--- config.mk ---
export PLATFORM = sky130hd
export DESIGN_NAME = imem_loader
export DESIGN_NICKNAME = d
export VERILOG_FILES = /design/src/rtl/loader_pkg.sv /design/src/rtl/byte_packer.sv /design/src/rtl/imem_loader.sv
export SDC_FILE = /design/constraint.sdc
export NUM_CORES = 1
export LEC_CHECK = 0
export BUFFER_PORTS_ARGS = -buffer_cell sky130_fd_sc_hd__buf_2
export CAP_MARGIN = 20
export CORE_MARGIN = 1
export CORE_UTILIZATION = 55
export DETAILED_ROUTE_END_ITERATION = 12
export PLACE_DENSITY = 0.86
export SLEW_MARGIN = 20
export SYNTH_ARGS = -nofsm -noshare
export SYNTH_HDL_FRONTEND = slang
export SYNTH_HIERARCHICAL = 1
export SYNTH_SLANG_ARGS = --single-unit
--- constraint.sdc ---
create_clock -name clk -period 5.7 [get_ports clk]
set_clock_uncertainty 0.1 [all_clocks]
set_input_delay 1.425 -clock clk [delete_from_list [all_inputs] [get_ports clk]]
set_output_delay 1.425 -clock clk [all_outputs]
set_load 0.03 [all_outputs]
--- src/rtl/loader_pkg.sv ---
// Shared definitions for the instruction-memory loader: FSM state encoding
// and word-assembly constants.
package loader_pkg;

  localparam int BYTES_PER_WORD    = 4;
  localparam int DEFAULT_MAX_WORDS = 64;

  typedef enum logic [2:0] {
    IDLE   = 3'd0,
    LEN    = 3'd1,
    DATA   = 3'd2,
    WRITE  = 3'd3,
    FINISH = 3'd4
  } loaderStateT;

endpackage

--- src/rtl/byte_packer.sv ---
// Collects four stream bytes into one big-endian 32-bit word; the first byte
// ends up in bits [31:24].
module byte_packer
  import loader_pkg::*;
(
  input  logic        clk,
  input  logic        reset,
  input  logic        clear,
  input  logic        shiftEn,
  input  logic [7:0]  byteIn,
  output logic [31:0] wordOut,
  output logic        wordReady
);

  logic [1:0] byteCnt;

  // High on the cycle the last byte of a word is being accepted.
  assign wordReady = shiftEn && (byteCnt == 2'(BYTES_PER_WORD - 1));

  always_ff @(posedge clk or negedge reset) begin
    if (!reset) begin
      byteCnt <= 2'd0;
      wordOut <= 32'd0;
    end else if (clear) begin
      byteCnt <= 2'd0;
      wordOut <= 32'd0;
    end else if (shiftEn) begin
      byteCnt <= byteCnt + 2'd1;
      wordOut <= {wordOut[23:0], byteIn};
    end
  end

endmodule

--- src/rtl/imem_loader.sv ---
// Streams a length-prefixed program into instruction memory while holding
// the CPU in reset; releases the CPU only after a complete, clean load.
module imem_loader
  import loader_pkg::*;
#(
  parameter int MAX_WORDS = DEFAULT_MAX_WORDS,
  parameter int ADDR_W    = 8
) (
  input  logic              clk,
  input  logic              reset,
  input  logic              start,
  input  logic              abort,
  input  logic              byte_valid,
  input  logic [7:0]        byte_data,
  output logic              byte_ready,
  output logic              imem_we,
  output logic [ADDR_W-1:0] imem_addr,
  output logic [31:0]       imem_wdata,
  output logic              cpu_hold,
  output logic              done,
  output logic              err,
  output loaderStateT       stateDbg
);

  localparam logic [8:0] MaxLen = 9'(MAX_WORDS);

  loaderStateT state, stateNext;
  logic [7:0]  wordIdx, wordCnt;
  logic        take, lenOk, packClear, packShift, wordReady;
  logic [31:0] packWord;
  logic        weNext, errNext, doneNext;

  // Handshake: a byte moves only on a cycle where byte_valid && byte_ready;
  // byte_ready depends on state alone, so a low byte_valid simply stalls.
  assign take      = byte_valid && byte_ready;
  assign lenOk     = (byte_data != 8'd0) && ({1'b0, byte_data} <= MaxLen);
  assign packShift = (state == DATA) && take && !abort;
  assign stateDbg  = state;

  byte_packer u_packer (
    .clk      (clk),
    .reset    (reset),
    .clear    (packClear),
    .shiftEn  (packShift),
    .byteIn   (byte_data),
    .wordOut  (packWord),
    .wordReady(wordReady)
  );

  always_comb begin
    stateNext  = state;
    byte_ready = 1'b0;
    weNext     = 1'b0;
    errNext    = 1'b0;
    doneNext   = 1'b0;
    packClear  = 1'b0;
    case (state)
      IDLE: begin
        if (start) begin
          stateNext = LEN;
          packClear = 1'b1;
        end
      end
      LEN: begin
        byte_ready = 1'b1;
        if (abort) begin
          stateNext = IDLE;
          errNext   = 1'b1;
        end else if (take) begin
          if (lenOk) begin
            stateNext = DATA;
          end else begin
            stateNext = IDLE;
            errNext   = 1'b1;
          end
        end
      end
      DATA: begin
        byte_ready = 1'b1;
        if (abort) begin
          stateNext = IDLE;
          errNext   = 1'b1;
          packClear = 1'b1;
        end else if (wordReady) begin
          stateNext = WRITE;
        end
      end
      WRITE: begin
        if (abort) begin
          stateNext = IDLE;
          errNext   = 1'b1;
          packClear = 1'b1;
        end else begin
          weNext    = 1'b1;
          stateNext = ((wordIdx + 8'd1) < wordCnt) ? DATA : FINISH;
        end
      end
      FINISH: begin
        doneNext  = 1'b1;
        stateNext = IDLE;
      end
      default: stateNext = IDLE;
    endcase
  end

  // Strobes are registered, so the write lands the cycle after WRITE with
  // address and data latched alongside it.
  always_ff @(posedge clk or negedge reset) begin
    if (!reset) begin
      state      <= IDLE;
      wordIdx    <= 8'd0;
      wordCnt    <= 8'd0;
      imem_we    <= 1'b0;
      imem_addr  <= '0;
      imem_wdata <= 32'd0;
      cpu_hold   <= 1'b0;
      done       <= 1'b0;
      err        <= 1'b0;
    end else begin
      state   <= stateNext;
      imem_we <= weNext;
      done    <= doneNext;
      err     <= errNext;
      if (state == IDLE && start) begin
        cpu_hold <= 1'b1;
        wordIdx  <= 8'd0;
      end
      if (state == LEN && take && !abort) begin
        wordCnt <= byte_data;
      end
      if (weNext) begin
        imem_addr  <= ADDR_W'({wordIdx, 2'b00});
        imem_wdata <= packWord;
        wordIdx    <= wordIdx + 8'd1;
      end
      if (doneNext) begin
        cpu_hold <= 1'b0;
      end
    end
  end

endmodule

* Word-level counts from Yosys, hierarchy flattened *
Index checks and enable logic that the tools add are counted.

operators by class
  add/subtract/negate cells = 2
  order comparisons = 2
  eq/ne operators = 8
  muxes and demuxes = 28
  reduce and logical (&&, ||, !) cells = 17

operators by type and width
  kind                                                                    count
  32-bit 2-to-1 mux                                                       2
  3-bit 2-to-1 mux                                                        7
  8-bit 2-to-1 mux                                                        2
  3-bit case mux with 4 select lines                                      1
  1-bit 2-to-1 mux                                                        11
  8-bit by 1-bit adder with 8-bit output (second input constant)          1
  8-bit by 7-bit <= comparator with 1-bit output (second input constant)  1
  1-bit logical AND                                                       8
  8-bit < comparator                                                      1
  8-bit nonzero test                                                      1
  3-bit by 2-bit == test with 1-bit output (second input constant)        2
  2-bit 2-to-1 mux                                                        3
  2-bit nonzero test                                                      3
  1-bit case mux with 2 select lines                                      2
  2-bit OR reduction                                                      2
  3-bit by 1-bit == test with 1-bit output (second input constant)        1
  3-bit == test (second input constant)                                   1
  3-bit zero test                                                         1
  3-bit by 2-bit != test with 1-bit output (second input constant)        1
  3-bit != test (second input constant)                                   1
  3-bit AND reduction                                                     1
  2-bit by 1-bit adder with 2-bit output (second input constant)          1
  2-bit == test (second input constant)                                   1
  2-bit != test (second input constant)                                   1
  1-bit zero test                                                         1

storage, ports and cells
  register bits = 95
  bits of input ports = 13
  word-level logic and storage cells = 68

* Depth between registers and ports, before layout *
  word-level depth = 10
  mapped depth = 10
  depth with buffers taken out = 9

* Hierarchy *
Netlist, hierarchy kept.

by module, submodules not included
  module       instances  cells an instance  area an instance (sq um)  seq. area each (sq um)
  imem_loader  1          293                2782.7                    1526.5
  byte_packer  1          112                1427.6                    850.8

* Worst setup path after synthesis *
No wires, ideal clock.

  path kind = reg2out
  start = register state[1], in the netlist stateDbg[1]
  end = output byte_ready
  arrival = 1.336 ns
  slack = 2.839 ns
  cell stages (with the launch flop) = 4
  buffers on the path = 1
  cell sequence = dfrtp_1 clkbuf_1 xnor2_1 nor2_1

between the ends
  longest elaborated chain between the ends = 3

ends and longest elaborated chain
  item                                                                                                         RTL line            source
  start, declared                                                                                              imem_loader.sv:27   loaderStateT state, stateNext;
  start signal, assigned                                                                                       imem_loader.sv:120  state <= stateNext;
  3-bit by 2-bit == test with 1-bit output / 3-bit by 1-bit == test with 1-bit output (equally long branches)  imem_loader.sv:57   case (state)
  2-bit OR reduction (no source line) *                                                                        -
  1-bit 2-to-1 mux *                                                                                           imem_loader.sv:57
  end, declared                                                                                                imem_loader.sv:15   output logic byte_ready,

Every way passes the cells marked *; elsewhere a longest branch is shown, timed or not.

* Worst setup path after layout *
  start = input abort
  end = register state[0], in the netlist stateDbg[0]

between the ends
  longest elaborated chain between the ends = 5

ends and longest elaborated chain
  item                                                       RTL line           source
  start, declared                                            imem_loader.sv:12  input logic abort,
  1-bit zero test                                            imem_loader.sv:37  assign packShift = (state == DATA) && take && !abort;
  1-bit logical AND                                          imem_loader.sv:37
  via packShift                                              imem_loader.sv:29  logic take, lenOk, packClear, packShift, wordReady;
  1-bit logical AND                                          byte_packer.sv:18  assign wordReady = shiftEn && (byteCnt == 2'(BYTES_PER_WORD - 1));
  via wordReady                                              imem_loader.sv:29
  3-bit by 2-bit != test with 1-bit output (no source line)  -
  3-bit AND reduction (no source line)                       -

The timed path passes the listed nets, and every way through them passes these cells.
A chain may end at the register's enable or synchronous reset.

==> metrics <==
Clock Sinks=95; P_leak=2.53 nW; Stages on worst setup path=7; # diodes=0; Die Y=around 89 um; Cell variety after synth=45; f_max=316 MHz; met2 wire length=between 3000 and 4000 um; Finish-stage setup viols=0; Post-Syn Instances=a little over 400; mux cell area share after synthesis=0.109; DR pass1 iterations=4; WL/cell=14.6 um; Ys Warns=6; worst skew pair latency=~0.36 ns; origin of the critical flop-to-flop path=stateDbg[1]; R2R depth=7; syn avg cell area=a little over 10 um^2; largest family of logic cells by synthesized area=simple AND/OR/NAND/NOR gates; Worst Max-Slew Pin Slew=1.02 ns; Hold WC Path Type=flop to flop; die width=89.5 um; Post-synth EDFFs=0; post-synthesis instance area=4210 um^2; DR vias=about 3000; initial antenna violation count=0; fin. max-slew vios=0; PD cells=~280 nW/um^2; DR top layer=met4; CP delay by family, top=simple AND/OR/NAND/NOR gates; Die ar.=~8000 um^2; Post-CTS Setup Bufs=0; TNS Setup=0 ns; Final Wtd Congestion=0.837; Crit path top cell by count=nor2_1; Post-Synth Simple-Gate Area=0.181; area fraction of the dominant cell type after synthesis=0.565; crit path DAT=about 3.4 ns; CP endpoint=stateDbg[0]; RSZ-0062 raised after global routing=no; startpoint class of the critical path=input pin; first-pass GRT wire length=around 13000 um; # hold bufs at CTS=0; FP Rows=31; critical path class=input pin to flop; slowest CP cell=and3_2; Synth Area in Compound Gates=0.0458; Synth Register Bits=95; period utilisation layout=0.555; nets@finish=476; Cell Chain, Critical Path=buf_2 > nor2_1 > and3_2 > and2_1 > a31oi_1 > o21a_1 > nor2_1; worst setup path startpoint=abort; layout cells sized above 1=0.205; Yosys top cell by area=dfrtp_1; Synth async-reset ratio=1.00; dpl cells=roughly 540; register area share after synthesis=0.565; Post-DRT Antenna Nets=0; largest net degree at the start of global routing=58; Synth area leaders=dfrtp_1 (56%), nand2_1 (11%), mux2i_1 (8.1%), nor2_1 (3.9%), mux2_4 (2.9%); Initial Utilization=0.574; WP buf/inv=1; final hold violation count=0; critical path required time=~5.9 ns; Total GRT Usage=0.229; fin cells=557; status=complete, no violations; DP Wirelength=approximately 5300 um; GRT overflow=0; Worst slew margin=0.323; Worst R2R Setup Slack=roughly 3.1 ns; number of buffers added on ports=58; RR Endpoint=stateDbg[0]; Worst VDD drop=between 100 and 150 uV; adder-cell share of the synthesized area=0.0267; core area=~7300 um^2; met3 WL=318 um; drt total wl=roughly 8100 um; predominant post-synthesis flop cell=dfrtp_1; post-CTS sizing=0; Ports=a little over 60; Max-Cap Viols=0; Clock transition at path regs=around 0.090 ns; CTS Buffer Depth=2; vias in the first global route=about 3000; H-tree depth=3; drt drc=0; max incr delay on CP=about 0.89 ns; Syn-to-layout area delta=11.0%; final hold slack=0.371 ns; Crit. End Element=flop; post-layout minimum cycle time=3.16 ns; routed vias/inst=5.26; root buffer cell=clkbuf_8; Metal-1 WL=between 3000 and 4000 um; crit-path max FO=35; TritonCTS Buffers=9; xor/xnor share of the synthesized area=0.0187; CTS tree=built; Detailed Route Iter0 Violations=171
sequential cells by signal (all words and copies together) (netlist names):
signal,cells
wordIdx,8
done,1
u_packer/byteCnt,2
imem_we,1
wordCnt,8
err,1
u_packer/wordOut,32
imem_addr,6
cpu_hold,1
stateDbg,3
imem_wdata,32
placed cells by master (no fill, tap or decap), types with 6 or more instances in the layout:
cell and n:
o21ai_0 6, dfrtp_1 95, buf_2 57, inv_1 11, nor2_1 44, clkbuf_8 9, mux2i_1 34, nand2_1 118
ha_1 9, mux2_4 8
area by class of cell:
| cell class | count | area, um^2 |
|---|---|---|
| fill | 583 | 2660 |
| sequential | 95 | 2380 |
| multi-input combinational | 275 | 1630 |
| timing repair buffer | 61 | 315 |
| clock buffer | 10 | 128 |
| tap | 99 | 124 |
| clock inverter | 5 | 57.6 |
| inverter | 12 | 45.0 |
where the power goes:
| group | switching, mW | internal, mW | leakage [nW] |
|---|---|---|---|
| Clock | 0.226 | 0.201 | 0.0965 |
| Sequential | 0.0245 | 0.703 | 1.30 |
| Combinational | 0.0942 | 0.0689 | 1.13 |
layer usage:
layer	global-route usage	vias up
met2	0.366	78
met5	0	-
met4	0.0952	0
li1	-	1404
met3	0.0609	14
met1	0.298	1435
metrics by stage:
stage                     setup WS (ns)  instance area, um^2  utilization  power (mW)
after CTS                          2.57                 4670        0.637        1.33
final                              2.54                 4670        0.637        1.32
after detailed placement           2.23                 4490        0.612       0.901
after global routing               2.43                 4670        0.637        1.38
after floorplan                    2.84                 4210            -       0.854
after global placement             2.33                 4490        0.612       0.896
cells by family (layout without fill, tap and decap cells):
kind of cell	count (synthesis)	count (layout)
adder cells (fa/ha/maj)	9	9
XOR/XNOR	9	9
multiplexers	42	42
flip-flops	95	95
buffers and inverters	36	88
AO/OA/AOI/OAI	29	29
AND/OR/NAND/NOR	184	184
other	1	2
Yosys cell counts (all sizes together), types with 3 or more instances:
master and n:
nand2 118, a21oi 6, ha 9, inv 12, o21ai 6, mux2i 34, a31oi 4, dfrtp 95
xnor2 5, clkbuf 12, or3b 3, buf 12, nand3 3, nor2 45, a22o 5, mux2 8
xor2 4
worst reg2reg max path: cells and delay by family, from the launching register on:
| family | cells | cell delay, ns |
|---|---|---|
| compound gates | 2 | 0.31 |
| buf+inv | 1 | 0.11 |
| flops | 1 | 0.58 |
| simple gates | 4 | 1.43 |
how the worst min path moves through the flow:
stage,start,to,slack [ns],cells past startpoint
global route,imem_wdata[20],imem_wdata[20],0.40,2
floorplan,u_packer/wordOut[24],imem_wdata[24],0.34,2
detailed placement,imem_wdata[8],imem_wdata[8],0.36,2
global placement,imem_addr[4],imem_addr[4],0.35,2
finish,imem_wdata[20],imem_wdata[20],0.37,2
CTS,imem_wdata[20],imem_wdata[20],0.38,2
Power figures use the tool's default switching activity.
